==> src/rtl/fme_hpel_row_ctrl_pkg.sv <==
// Shared constants and state type for the FME half-pel row path (package fme_pkg).
package fme_pkg;
  localparam int HP_SUM_W = 15;
  localparam int HP_SHIFT = 5;
  localparam logic signed [HP_SUM_W-1:0] TAP_C1  = 15'sd1;
  localparam logic signed [HP_SUM_W-1:0] TAP_C5  = 15'sd5;
  localparam logic signed [HP_SUM_W-1:0] TAP_C20 = 15'sd20;
  localparam logic signed [HP_SUM_W-1:0] HP_RND  = 15'sd16;

  typedef enum logic [1:0] {IDLE, FILL, RUN, FLUSH} hpel_state_t;
endpackage

==> src/rtl/fme_tap6_pipe.sv <==
// Two-stage 6-tap (1,-5,20,20,-5,1) half-pel filter with round/clip.
// Optional macro FME_HPEL_RAW_EN adds the unrounded stage-2 sum output.
module fme_tap6_pipe
  import fme_pkg::*;
#(
  parameter int PIX_W = 8
) (
  input  logic             i_clk,
  input  logic             i_rst,
  input  logic             i_en,
  input  logic             i_vld,
  input  logic [PIX_W-1:0] i_p0,
  input  logic [PIX_W-1:0] i_p1,
  input  logic [PIX_W-1:0] i_p2,
  input  logic [PIX_W-1:0] i_p3,
  input  logic [PIX_W-1:0] i_p4,
  input  logic [PIX_W-1:0] i_p5,
  input  logic [5:0]       i_col,
  input  logic [5:0]       i_row,
  input  logic             i_last,
  output logic             o_s1_vld,
  output logic             o_vld,
  output logic [7:0]       o_data,
  output logic [5:0]       o_col,
  output logic [5:0]       o_row,
`ifdef FME_HPEL_RAW_EN
  output logic signed [HP_SUM_W-1:0] o_raw,
`endif
  output logic             o_last
);

  logic [PIX_W:0] r_af, r_be, r_cd;
  logic           r_s1_vld, r_s1_last;
  logic [5:0]     r_s1_col, r_s1_row;

  logic           r_s2_vld, r_s2_last;
  logic [7:0]     r_s2_data;
  logic [5:0]     r_s2_col, r_s2_row;

  logic signed [HP_SUM_W-1:0] w_af, w_be, w_cd, w_sum, w_rnd, w_shf;
  logic [7:0]                 w_clip;

  // Stage 1: symmetric tap pair sums.
  always_ff @(posedge i_clk) begin
    if (i_rst) begin
      r_af <= '0; r_be <= '0; r_cd <= '0;
      r_s1_vld <= 1'b0; r_s1_last <= 1'b0;
      r_s1_col <= '0; r_s1_row <= '0;
    end else if (i_en) begin
      r_af      <= {1'b0, i_p0} + {1'b0, i_p5};
      r_be      <= {1'b0, i_p1} + {1'b0, i_p4};
      r_cd      <= {1'b0, i_p2} + {1'b0, i_p3};
      r_s1_vld  <= i_vld;
      r_s1_last <= i_last;
      r_s1_col  <= i_col;
      r_s1_row  <= i_row;
    end
  end

  assign w_af  = signed'({{(HP_SUM_W-PIX_W-1){1'b0}}, r_af});
  assign w_be  = signed'({{(HP_SUM_W-PIX_W-1){1'b0}}, r_be});
  assign w_cd  = signed'({{(HP_SUM_W-PIX_W-1){1'b0}}, r_cd});
  assign w_sum = w_af * TAP_C1 - w_be * TAP_C5 + w_cd * TAP_C20;
  assign w_rnd = w_sum + HP_RND;
  assign w_shf = w_rnd >>> HP_SHIFT;

  // Clip rounded sum into the 8-bit pixel range.
  always_comb begin
    w_clip = w_shf[7:0];
    if (w_sum < 0)
      w_clip = 8'd0;
    else if (w_shf > 15'sd255)
      w_clip = 8'd255;
  end

  // Stage 2: output register, held while downstream stalls.
  always_ff @(posedge i_clk) begin
    if (i_rst) begin
      r_s2_vld <= 1'b0; r_s2_last <= 1'b0; r_s2_data <= '0;
      r_s2_col <= '0; r_s2_row <= '0;
    end else if (i_en) begin
      r_s2_vld  <= r_s1_vld;
      r_s2_last <= r_s1_last;
      r_s2_data <= w_clip;
      r_s2_col  <= r_s1_col;
      r_s2_row  <= r_s1_row;
    end
  end

`ifdef FME_HPEL_RAW_EN
  logic signed [HP_SUM_W-1:0] r_s2_raw;

  // Raw sum kept aligned with the clipped sample for centre filtering.
  always_ff @(posedge i_clk) begin
    if (i_rst)     r_s2_raw <= '0;
    else if (i_en) r_s2_raw <= w_sum;
  end

  assign o_raw = r_s2_raw;
`endif

  assign o_s1_vld = r_s1_vld;
  assign o_vld    = r_s2_vld;
  assign o_data   = r_s2_data;
  assign o_col    = r_s2_col;
  assign o_row    = r_s2_row;
  assign o_last   = r_s2_last;

endmodule

==> src/rtl/fme_hpel_row_ctrl.sv <==
// FME horizontal half-pel row sequencer: sliding window, counters, FSM.
// Optional macro FME_HPEL_RAW_EN exposes o_hp_raw (unrounded sum).
//
// state | meaning
// IDLE  | waiting for start
// FILL  | loading the first 5 pixels of a row into the window
// RUN   | each accepted pixel launches one filter op
// FLUSH | last pixel taken, draining pipeline, then done
module fme_hpel_row_ctrl
  import fme_pkg::*;
#(
  parameter int BLK_W  = 16,
  parameter int N_ROWS = 16,
  parameter int PIX_W  = 8
) (
  input  logic             i_clk,
  input  logic             i_rst,
  input  logic             i_start,
  output logic             o_busy,
  output logic             o_done,
  input  logic             i_pix_valid,
  output logic             o_pix_ready,
  input  logic [PIX_W-1:0] i_pix_in,
  output logic             o_hp_valid,
  input  logic             i_hp_ready,
  output logic [7:0]       o_hp_data,
  output logic [5:0]       o_hp_col,
  output logic [5:0]       o_hp_row,
`ifdef FME_HPEL_RAW_EN
  output logic signed [HP_SUM_W-1:0] o_hp_raw,
`endif
  output logic             o_hp_last
);

  localparam logic [5:0] COL_LAST = 6'(BLK_W - 1);
  localparam logic [5:0] ROW_LAST = 6'(N_ROWS - 1);

  hpel_state_t      r_state, w_state_nxt;
  logic [2:0]       r_fill_cnt;
  logic [5:0]       r_col, r_row;
  logic [PIX_W-1:0] r_win [5];

  logic w_adv, w_acc, w_launch, w_col_end, w_row_end, w_empty, w_s1_vld, w_done;

  assign w_adv       = i_hp_ready | ~o_hp_valid;
  assign o_pix_ready = w_adv & ((r_state == FILL) | (r_state == RUN));
  assign w_acc       = i_pix_valid & o_pix_ready;
  assign w_launch    = w_acc & (r_state == RUN);
  assign w_col_end   = (r_col == COL_LAST);
  assign w_row_end   = (r_row == ROW_LAST);
  assign w_empty     = ~w_s1_vld & ~o_hp_valid;

  // Next-state and done decode.
  always_comb begin
    w_state_nxt = r_state;
    w_done      = 1'b0;
    case (r_state)
      IDLE:  if (i_start) w_state_nxt = FILL;
      FILL:  if (w_acc && r_fill_cnt == 3'd4) w_state_nxt = RUN;
      RUN:   if (w_acc && w_col_end) w_state_nxt = w_row_end ? FLUSH : FILL;
      FLUSH: if (w_empty) begin
               w_done      = 1'b1;
               w_state_nxt = IDLE;
             end
      default: w_state_nxt = IDLE;
    endcase
  end

  // State register and row/column/fill counters.
  always_ff @(posedge i_clk) begin
    if (i_rst) begin
      r_state    <= IDLE;
      r_fill_cnt <= '0;
      r_col      <= '0;
      r_row      <= '0;
    end else begin
      r_state <= w_state_nxt;
      case (r_state)
        IDLE: if (i_start) begin
          r_row      <= '0;
          r_col      <= '0;
          r_fill_cnt <= '0;
        end
        FILL: if (w_acc) begin
          r_fill_cnt <= (r_fill_cnt == 3'd4) ? 3'd0 : r_fill_cnt + 3'd1;
          r_col      <= '0;
        end
        RUN: if (w_acc) begin
          if (w_col_end) begin
            r_col      <= '0;
            r_fill_cnt <= '0;
            if (!w_row_end) r_row <= r_row + 6'd1;
          end else begin
            r_col <= r_col + 6'd1;
          end
        end
        default: ;
      endcase
    end
  end

  // Five-pixel history; the incoming pixel acts as the newest tap.
  always_ff @(posedge i_clk) begin
    if (i_rst) begin
      for (int k = 0; k < 5; k++) r_win[k] <= '0;
    end else if (w_acc) begin
      for (int k = 0; k < 4; k++) r_win[k] <= r_win[k+1];
      r_win[4] <= i_pix_in;
    end
  end

  fme_tap6_pipe #(.PIX_W(PIX_W)) u_pipe (
    .i_clk    (i_clk),
    .i_rst    (i_rst),
    .i_en     (w_adv),
    .i_vld    (w_launch),
    .i_p0     (r_win[0]),
    .i_p1     (r_win[1]),
    .i_p2     (r_win[2]),
    .i_p3     (r_win[3]),
    .i_p4     (r_win[4]),
    .i_p5     (i_pix_in),
    .i_col    (r_col),
    .i_row    (r_row),
    .i_last   (w_col_end & w_row_end),
    .o_s1_vld (w_s1_vld),
    .o_vld    (o_hp_valid),
    .o_data   (o_hp_data),
    .o_col    (o_hp_col),
    .o_row    (o_hp_row),
`ifdef FME_HPEL_RAW_EN
    .o_raw    (o_hp_raw),
`endif
    .o_last   (o_hp_last)
  );

  assign o_busy = (r_state != IDLE);
  assign o_done = w_done;

endmodule
==> config.mk <==
export PLATFORM = sky130hd
export DESIGN_NAME = fme_hpel_row_ctrl
export DESIGN_NICKNAME = d
export VERILOG_FILES = /design/src/rtl/fme_hpel_row_ctrl_pkg.sv /design/src/rtl/fme_tap6_pipe.sv /design/src/rtl/fme_hpel_row_ctrl.sv
export SDC_FILE = /design/constraint.sdc
export NUM_CORES = 1
export LEC_CHECK = 0
export CORE_AREA = 2 2 146 148
export DETAILED_ROUTE_END_ITERATION = 10
export DIE_AREA = 0 0 148 150
export HOLD_SLACK_MARGIN = 0.03
export PLACE_DENSITY = 0.62
export SLEW_MARGIN = 30
export SYNTH_ARGS = -nofsm -noshare
export SYNTH_HDL_FRONTEND = slang
export SYNTH_SLANG_ARGS = --single-unit
==> constraint.sdc <==
create_clock -name i_clk -period 12.09 [get_ports i_clk]
set_input_delay 1.8135 -clock i_clk [delete_from_list [all_inputs] [get_ports i_clk]]
set_output_delay 1.8135 -clock i_clk [all_outputs]
set_load 0.05 [all_outputs]
; ---- Yosys cells after proc, flatten, opt, wreduce, memory -nomap -nowiden
; Memories as Yosys holds them, arrays and structs flattened.
; Cells that the tools add are included.
[totals]
ff_bits = 80
ram_bits = 40
input_bits = 13
output_inout_bits = 25
elab_cells = 103
mem_count = 1
[op_classes]
add_sub_neg = 9
mul = 2
order_cmp = 2
eq_ne = 14
muxes = 35
bitwise = 14
reduce_logical = 10
[memory_table]
columns = memory, depth, word_bits, rd, rd_ports_with_merged_regs, wr, line
row1 = r_win, 5, 8, 5, 0, 5, fme_hpel_row_ctrl.sv:41  ; logic [PIX_W-1:0] r_win [5];
[ops]
columns = cell, n
row1 = $mux 8, 7
row2 = $mux 6, 7
row3 = $add 8x8->9, 3
row4 = $mul 9x3->12 const B, 2
row5 = $pmux 6 s3, 1
row6 = $add 15x15->15, 1
row7 = $add 15x6->15 const B, 1
row8 = $lt 15x1->1 const B, 1
row9 = $mux 3, 5
row10 = $sub 10x15->15, 1
row11 = $add 6x1->6 const B, 2
row12 = $eq 6x4->1 const B, 2
row13 = $ne 2x2->1 const B, 6
row14 = $pmux 6 s2, 1
row15 = $gt 10x9->1 const B, 1
row16 = $mux 2, 5
row17 = $reduce_and 5->1, 2
row18 = $pmux 3 s3, 1
row19 = $pmux 2 s4, 1
row20 = $reduce_and 4->1, 2
row21 = $mux 1, 7
row22 = $or 1x1->1, 7
row23 = $and 1x1->1, 5
row24 = $eq 2x2->1 const B, 2
row25 = 9 further kinds, 13

; ---- Longest topological paths before layout
; Gate-level depths: netlist of run 1.
[logic_depth]
ltp_word = 8
ltp_mapped = 20
depth_no_buf = 20

; ---- By module
; A second synthesis of run 1 with hierarchy kept.
[unflattened]
hier_cells = 808
hier_area_um2 = 7734.9
[modules_own_cells]
columns = mod, instances, cells_each, area_per_inst_um2, seq_area_each_um2
row1 = fme_tap6_pipe, 1, 590, 5126.2, 1261.2
row2 = fme_hpel_row_ctrl, 1, 218, 2608.8, 1541.5

; ---- Worst setup path after synthesis of run 1
; Ideal clock, no wire load.
[synth_timing]
kind = flip-flop to flip-flop
from = register u_pipe.r_be[2]
to = register u_pipe.r_s2_data[5], in the netlist u_pipe.o_data[5]
setup_time_ns = 0.135
t_arrival_ns = 4.184
required_time_ns = 11.955
path_slack_ns = 7.771
stages_incl_launch_ff = 18
path_buffers = 0
period_less_slack_ns = 4.319
path_cell_list = dfxtp_1 > ha_1 > ha_1 > a21o_1 > a21oi_1 > o21bai_1 > a21oi_1 > xnor2_1 > fa_1 > inv_1 > ha_1 > and2_1 > a221oi_2 > nand3_1 > and4_1 > or4_1 > a32oi_1 > nand3_1
[synth_between]
elab_chain_cells = 7
elab_cells_between_ends = 8
classes_between = 3 x add/sub / 1 x mul / 2 x order compare / 2 x mux
[synth_rtl]
columns = element, line
row1 = start: declaration, fme_tap6_pipe.sv:32  ; logic [PIX_W:0] r_af, r_be, r_cd;
row2 = start signal: assignment, fme_tap6_pipe.sv:51  ; r_be <= {1'b0, i_p1} + {1'b0, i_p4};
row3 = $mul 9x3->12 (*), fme_tap6_pipe.sv:63  ; assign w_sum = w_af * TAP_C1 - w_be * TAP_C5 + w_cd * TAP_C20;
row4 = $sub 10x15->15 (*), fme_tap6_pipe.sv:63
row5 = $add 15x15->15 (*), fme_tap6_pipe.sv:63
row6 = $add 15x6->15, fme_tap6_pipe.sv:64  ; assign w_rnd = w_sum + HP_RND;
row7 = $gt 10x9->1, fme_tap6_pipe.sv:72  ; else if (w_shf > 15'sd255)
row8 = $mux 8, fme_tap6_pipe.sv:72
row9 = $mux 8 (*), fme_tap6_pipe.sv:70  ; if (w_sum < 0)
row10 = end signal: assignment, fme_tap6_pipe.sv:84  ; r_s2_data <= w_clip;
row11 = end: declaration, fme_tap6_pipe.sv:37  ; logic [7:0] r_s2_data;
; Every way passes the cells marked *; elsewhere a longest branch is shown, timed or not.
; A chain may end at the register's enable or synchronous reset.

; ---- Worst setup path in the final report of run 1
[layout_timing]
from = input i_hp_ready
to = output o_pix_ready
[layout_between]
elab_chain_cells = 2
[layout_rtl]
columns = element, line
row1 = start: declaration, fme_hpel_row_ctrl.sv:25  ; input logic i_hp_ready,
row2 = $or 1x1->1, fme_hpel_row_ctrl.sv:45  ; assign w_adv = i_hp_ready | ~o_hp_valid;
row3 = $and 1x1->1, fme_hpel_row_ctrl.sv:46  ; assign o_pix_ready = w_adv & ((r_state == FILL) | (r_state == RUN));
row4 = end: declaration, fme_hpel_row_ctrl.sv:22  ; output logic o_pix_ready,
; Every way passes these cells.

==> results list, run 1 <==
- The clock passes through at most 2 buffers.
* Status: completed
* Hold path startpoint: u_pipe.r_s1_row[2]
- Register clock-pin slew on the reported worst setup and hold paths: approximately 0.050 ns
- Crit share post-route: 0.4777
* Mean instance size in the synthesized netlist: roughly 9.2 sq um
- Post-CTS setup buffer count: 0
- The number of clock buffers added by TritonCTS is 17.
- Final clock skew: 0.01062 ns
* Cell mode on critical path: sky130_fd_sc_hd__clkdlybuf4s50_1
- Iteration-0 DRC count of the detailed router: ~330
- Detailed Place HPWL: roughly 10 mm
* Root Buffer Master: sky130_fd_sc_hd__clkbuf_16
* Final Hold Fails: 0
* Number of top-level pins: 38
- Die Area: ~22000 sq um
* Aggregate negative setup slack: 0 ns
- Clock latency on the worst-skew pair: between 0.4 and 0.5 ns
- The slowest stage of the critical path is the sky130_fd_sc_hd__clkdlybuf4s50_1 cell.
- Max-cap violations in this run came to 0.
- Summed over all instances, the cell type with the most area after synthesis is sky130_fd_sc_hd__dfxtp_1.
- Signal arrival time at the worst endpoint: ~4 ns
* Highest net fanout along the worst path: 53
- The floorplan step defined a core boundary enclosing ~21000 sq um.
- Worst R2R Path Depth: 19
- Area growth from synthesis to layout: 16.81%
- Total area of multi-input combinational cells: 4040 sq um
- The signal on the critical path passes through clkdlybuf4s50_1, nand2b_2, buf_4, and2_1, clkdlybuf4s50_1.
- The number of gates resized after CTS was 0.
- After detailed routing, the number of vias per cell comes to 4.904.
* Synthesized Nets: ~880
- For hold timing, the worst endpoint is u_pipe.r_s1_row[2].
- Before antenna repair, the detailed router went through 5 iterations.
- GR Util All Layers: 0.1417
- Post-synth cell types: 59
- The largest single stage delay on the critical path is roughly 0.80 ns.
- Post-Syn Instances: slightly below 800
* Hold Path Class: register to register
- After detailed routing, the number of remaining DRC violations is 0.
- The worst setup path is launched from an input port.
* Count of H-tree levels built during CTS: 4
- For flop-to-flop paths, the worst setup slack is 7.21 ns.
- EDFF count, synth: 40
- At the pin with the least slew margin, the transition time is roughly 0.85 ns.
- Data required time of the worst path: approximately 10 ns
- The worst setup path is captured at an output port.
- The initial antenna violation count came to 0.
- Critical path start-end classification: input port to output port
- For this configuration, the core starts out at a cell density of 0.3449.
- In the final layout, the share of cells above drive strength 1 is 0.05508.
- In this run the remaining antenna-violating nets after routing total 0.
* Wire length of the first global-routing pass: around 25 mm
- Setup violations remaining at the end of the flow were counted as 0.
* Total number of clock tree sinks: 120
- Worst relative slew slack: 0.4336
* Total overflow reported by the global router: 0
- TritonCTS clock tree: yes
- Netlist area before placement: just over 7000 sq um
- The most used flip-flop cell after synthesis is sky130_fd_sc_hd__dfxtp_1.
- The die is approximately 150 um tall.
- In this run the tool buffered the top-level ports with 37 buffer cells.
- Post-synth top cells: sky130_fd_sc_hd__nand2_1, sky130_fd_sc_hd__dfxtp_1, sky130_fd_sc_hd__ha_1, sky130_fd_sc_hd__a21oi_1, sky130_fd_sc_hd__inv_1
- The floorplan has 53 rows.
* Worst reg2reg startpoint: u_pipe.r_be[2]
* Total via count after detailed routing: approximately 5400
* Area occupied by registers: roughly 2800 sq um
- Final layout net count: just over 900
- Gpl congestion: approximately 0.76
- The die is 148 um wide.
- Detail-routed net length per standard cell: roughly 13 um
- RSZ-0062 raised after global routing: no
- By area the synthesized netlist is led by sky130_fd_sc_hd__dfxtp_1, sky130_fd_sc_hd__edfxtp_1, sky130_fd_sc_hd__ha_1.
- Share of synthesized registers carrying an async set or reset: 0
- YS warnings: 0
- Entering global routing, the biggest net connects 84 pins.
- Most used standard cell by instance count after synthesis: sky130_fd_sc_hd__nand2_1
- Diode count: 0
* Seq cells post-synth: 120
- Of the post-synthesis cell area, the dominant cell type holds 0.2244.
- The smallest clock period supported by the final layout is computed as roughly 5.8 ns.
- The number of hold buffers added after CTS was 0.
* Count of pins over their slew limit: 0
- DRT Wirelength: around 15 mm
- The via count of the first global-routing pass is 5296.
* Seq/Total Area, Yosys: 0.3927
* Reg-to-reg critical path endpoint: u_pipe.o_data[0]
- Static timing analysis puts the maximum clock frequency at around 0.17 GHz.
- Fill cell count: approximately 2100
- The worst hold path was traced through 2 stages.
## layout make-up
class | count | share of cell area
Multi-Input combinational cell | 572 | 0.4846
Sequential cell | 120 | 0.3362
Clock buffer | 23 | 0.05493
Timing Repair Buffer | 41 | 0.04743
Tap cell | 275 | 0.04127
Inverter | 52 | 0.02341
Clock inverter | 9 | 0.01216
## routing by layer
metal,routed length (um),part of all wire,vias to the layer above,global-route usage
li1,-,-,2779,-
met1,7575,0.52,2481,0.1959
met2,6365,0.43,76,0.2176
met3,517,0.035,19,0.03506
met4,205,0.014,0,0.04571
met5,0,0,-,0
## critical path, delay by kind of cell
kind | cells | cell delay (ns)
simple gates | 2 | 0.35
buf+inv | 3 | 1.78
## per-stage QoR
step           std cells  worst slack [ns]    util  hold slack [ns]  cell area [sq um]
4_1_cts             1092             6.285  0.4029           0.4502               8337
3_5_place_dp        1060             6.290  0.3759           0.4445               7777
3_3_place_gp        1060             6.295  0.3757           0.4392               7772
2_1_floorplan        774             7.771       -           0.4321               7137
5_1_grt             1092             6.200  0.4029           0.4721               8337
6_report            1092             6.315  0.4029           0.4481               8337
## cell families (layout without fill, tap and decap cells)
family / Yosys count / after routing / synth area share
buffers and inverters: 82 / 125 / 0.04365
muxes: 3 / 3 / 0.004208
DFF: 120 / 120 / 0.3927
and+or+nand+nor: 267 / 267 / 0.1900
xor gates and xnor gates: 39 / 39 / 0.04786
adders and majority gates: 90 / 90 / 0.1704
AOI/OAI and AO/OA: 173 / 173 / 0.1511
## how the worst max path moves through the flow
| stage | from | endpoint | slack, ns | cells after the start |
|---|---|---|---|---|
| 6_report | i_hp_ready | o_pix_ready | 6.31 | 5 |
| 3_3_place_gp | i_hp_ready | o_pix_ready | 6.29 | 5 |
| 2_1_floorplan | u_pipe.r_be[2] | u_pipe.o_data[5] | 7.77 | 17 |
| 4_1_cts | i_hp_ready | o_pix_ready | 6.29 | 5 |
| 3_5_place_dp | i_hp_ready | o_pix_ready | 6.29 | 5 |
| 5_1_grt | i_hp_ready | o_pix_ready | 6.20 | 5 |
## sequential cells by signal, indices dropped and copies added (netlist names)
signal	cells
r_col	6
r_fill_cnt	3
r_row	6
r_state	2
r_win	40
u_pipe.o_col	6
u_pipe.o_data	8
u_pipe.o_last	1
u_pipe.o_row	6
u_pipe.o_s1_vld	1
u_pipe.o_vld	1
u_pipe.r_af	9
u_pipe.r_be	9
u_pipe.r_cd	9
u_pipe.r_s1_col	6
u_pipe.r_s1_last	1
u_pipe.r_s1_row	6
## cells in the final DEF, fill, tap and decap left out, drive strengths merged, types with 27 or more instances in the layout
cell | Yosys | final
edfxtp | 40 | 40
dfxtp | 80 | 80
nor2 | 43 | 43
o21ai | 27 | 27
clkdlybuf4s50 | 0 | 36
nand2 | 93 | 93
ha | 78 | 78
and2 | 40 | 40
inv | 52 | 52
a21oi | 77 | 77
Power of run 1 is not shown: default switching activity piles up to over one toggle a cycle in this logic, so the estimate is an artifact.
==> run 2, diff against run 1 <==
Settings changed: PLACE_DENSITY 0.62 to 0.64.
Clock period 12.09 ns to 5 ns, I/O delays scaled along.
==> results list, run 2 (same netlist as run 1, synthesis figures left out) <==
- The maximum number of pins on one net before global-route repair was 65 (-23%).
- Antenna Nets Post-Route: 0 (unchanged)
- The clock input transition at the sequential cells of the worst setup and hold paths was 0.05 ns (about the same).
- Vertical die dimension: 150 um (unchanged)
- Count of pins over their slew limit: 0 (unchanged)
* Via density per instance: 4.895 (-0.18%)
- Residual DRC count: 0 (unchanged)
- Met3 demand-to-capacity share in global routing: 0.03079 (-0.004268)
- The number of top-level pins was 38 (unchanged).
- Gpl congestion: 0.8136 (+6.9%)
* Core Footprint: 20690 sq um (unchanged)
* Root Buffer Master: sky130_fd_sc_hd__clkbuf_16
* Number of buffers added by the clock tree synthesis step: 17 (unchanged)
* Clock latency on the worst-skew pair: 0.42 ns (about the same)
* Crit share post-route: 0.9234
- Kind of end point of the critical path: register
- Final clock skew: 0.009725 ns (-0.0008905 ns)
* Diode count: 0 (unchanged)
- The initial antenna violation count came to 0 (unchanged).
* Count of H-tree levels built during CTS: 4 (unchanged)
- Detailed Place HPWL: 10.59 mm (+2.4%)
- The met1 capacity usage during global routing came to 0.1989 (+0.003033).
- Wire length of the first global-routing pass: 25.34 mm (about the same)
* Fin crit period: approximately 4.6 ns
- Commonest non-fill, non-tap cell in the layout: sky130_fd_sc_hd__nand2_1
* GR Util All Layers: 0.1419 (+0.0001674)
- The via count of the first global-routing pass came to 5173 (-2.3%).
- Total number of clock tree sinks: 120 (unchanged)
- TritonCTS clock tree: yes
- RSZ-0062 raised after global routing: no
* Iteration-0 DRC count of the detailed router: 320 (-2.4%)
* Total overflow reported by the global router: 0 (unchanged)
- The number of iterations in the first detailed-routing pass came to 6 (+1).
* Hold slack final: 0.4511 ns (+0.002991 ns)
- Critical path start-end classification: register to register
- Detail-routed net length per standard cell: 13.56 um (+0.95%)
- Tightest Pin Transition: 0.8468 ns (-0.002793 ns)
* Area growth from synthesis to layout: 17.67%
- Standard-cell rows: 53 (unchanged)
- The global routing usage on met2 was 0.2132 (-0.004398).
- The total routed wirelength was 14.84 mm (+1.2%).
- The buffer levels on the longest clock path is 2 (unchanged).
* Worst relative slew slack: 0.4355 (+0.001862)
- The arrival time reported for the critical path endpoint was 4.89 ns (+0.93 ns).
- Busiest metal layer after global routing: met2
* Data required time of the worst path: 5.27 ns (-5.01 ns)
* Final Hold Fails: 0 (unchanged)
- The maximum fanout encountered on the critical timing path is 7 (-87%).
- The number of maximum-capacitance constraint violations was 0 (unchanged).
* Status: completed
* Hold Path Class: register to register
- The worst setup path is launched from a register.
- The floorplan die width is 148 um (unchanged).
- r_win holds more flip-flops than any other register.
* Share of layout cells above drive strength 1: 0.06341 (+0.008335)
- Aggregate negative setup slack: 0 ns (unchanged)
- The top cell types in the final layout, fill and taps aside, are sky130_fd_sc_hd__nand2_1, sky130_fd_sc_hd__dfxtp_1, sky130_fd_sc_hd__ha_1, sky130_fd_sc_hd__a21oi_1, sky130_fd_sc_hd__inv_1.
* Initial Utilization: 0.3449 (unchanged)
* Final layout net count: 910 (+0.33%)
- The total die area is 22200 sq um (unchanged).
- The quantity of hold-fixing buffers added after cts came to 0 (unchanged).
- The via total after detailed routing was 5360 (+0.093%).
- The number of flip-flops in the largest register is 40 (unchanged).
- Derived from the worst setup path, the maximum achievable clock frequency is 0.2166 GHz.
* Number of I/O port buffers: 37 (unchanged)
* Endpoints failing setup: 0 (unchanged)
-- run 2: final cells by class --
class	instances	area (sq um)
Fill cell	2062	12290
Multi-Input combinational cell	572	4065
Sequential cell	120	2803
Clock buffer	25	506.7
Timing Repair Buffer	44	417.9
Tap cell	275	344.1
Inverter	52	195.2
Clock inverter	7	66.31
-- run 2: path summary, 6_finish.rpt --
| check | start | end | slack, ns | depth (start not counted) |
|---|---|---|---|---|
| setup / recovery | u_pipe.r_be[2] | u_pipe.o_data[0] | 0.38 | 18 |
| hold / removal | u_pipe.o_row[3] | u_pipe.o_row[3] | 0.45 | 2 |
| setup reg to reg | u_pipe.r_be[2] | u_pipe.o_data[0] | 0.38 | 18 |
| hold reg to reg | u_pipe.o_row[3] | u_pipe.o_row[3] | 0.45 | 2 |
-- run 2: timing repair --
action | CTS | global route
endpoints found under the setup margin | 0 | 8
setup buffers | 0 | 3
gates resized for setup | 0 | 4
-- run 2: per-layer routing --
layer	up-vias	part of all wire	routed length, um
met3	26	0.030	445
met4	0	0.019	284
met5	-	0	0
met1	2477	0.52	7746
met2	74	0.43	6366
li1	2783	-	-
-- run 2: metrics by stage --
step / instances / cell area, sq um / utilization / worst slack, ns
6_report: 1095 / 8398 / 0.4059 / 0.3829
5_1_grt: 1095 / 8398 / 0.4059 / 0.02343
4_1_cts: 1092 / 8351 / 0.4036 / 0.2024
3_5_place_dp: 1060 / 7777 / 0.3759 / 0.2519
3_3_place_gp: 1060 / 7772 / 0.3757 / 0.3371
2_1_floorplan: 774 / 7137 / - / 0.6808
-- run 2: worst max-delay path: stages (launching register included) --
cell and delay (ns):
sky130_fd_sc_hd__dfxtp_1 0.33, sky130_fd_sc_hd__ha_1 0.34, sky130_fd_sc_hd__ha_1 0.30, sky130_fd_sc_hd__a21o_1 0.16, sky130_fd_sc_hd__a21oi_1 0.22, sky130_fd_sc_hd__o21bai_1 0.09
sky130_fd_sc_hd__a21oi_1 0.23, sky130_fd_sc_hd__xnor2_1 0.12, sky130_fd_sc_hd__fa_1 0.50, sky130_fd_sc_hd__inv_1 0.04, sky130_fd_sc_hd__ha_1 0.39, sky130_fd_sc_hd__and2_1 0.26
sky130_fd_sc_hd__a221o_1 0.37, sky130_fd_sc_hd__nor3_1 0.14, sky130_fd_sc_hd__a21oi_1 0.12, sky130_fd_sc_hd__xor2_2 0.24, sky130_fd_sc_hd__nand4_1 0.15, sky130_fd_sc_hd__o211ai_2 0.34
sky130_fd_sc_hd__o211ai_1 0.13
Power of run 2 is left out for the same reason.
==> run 3, diff against run 2 <==
Settings changed: SKIP_CTS_REPAIR_TIMING set to 1.
==> results of run 3 <==
Final layout, timing and power as in run 2 (identical DEF).
Power of run 3 is left out for the same reason.
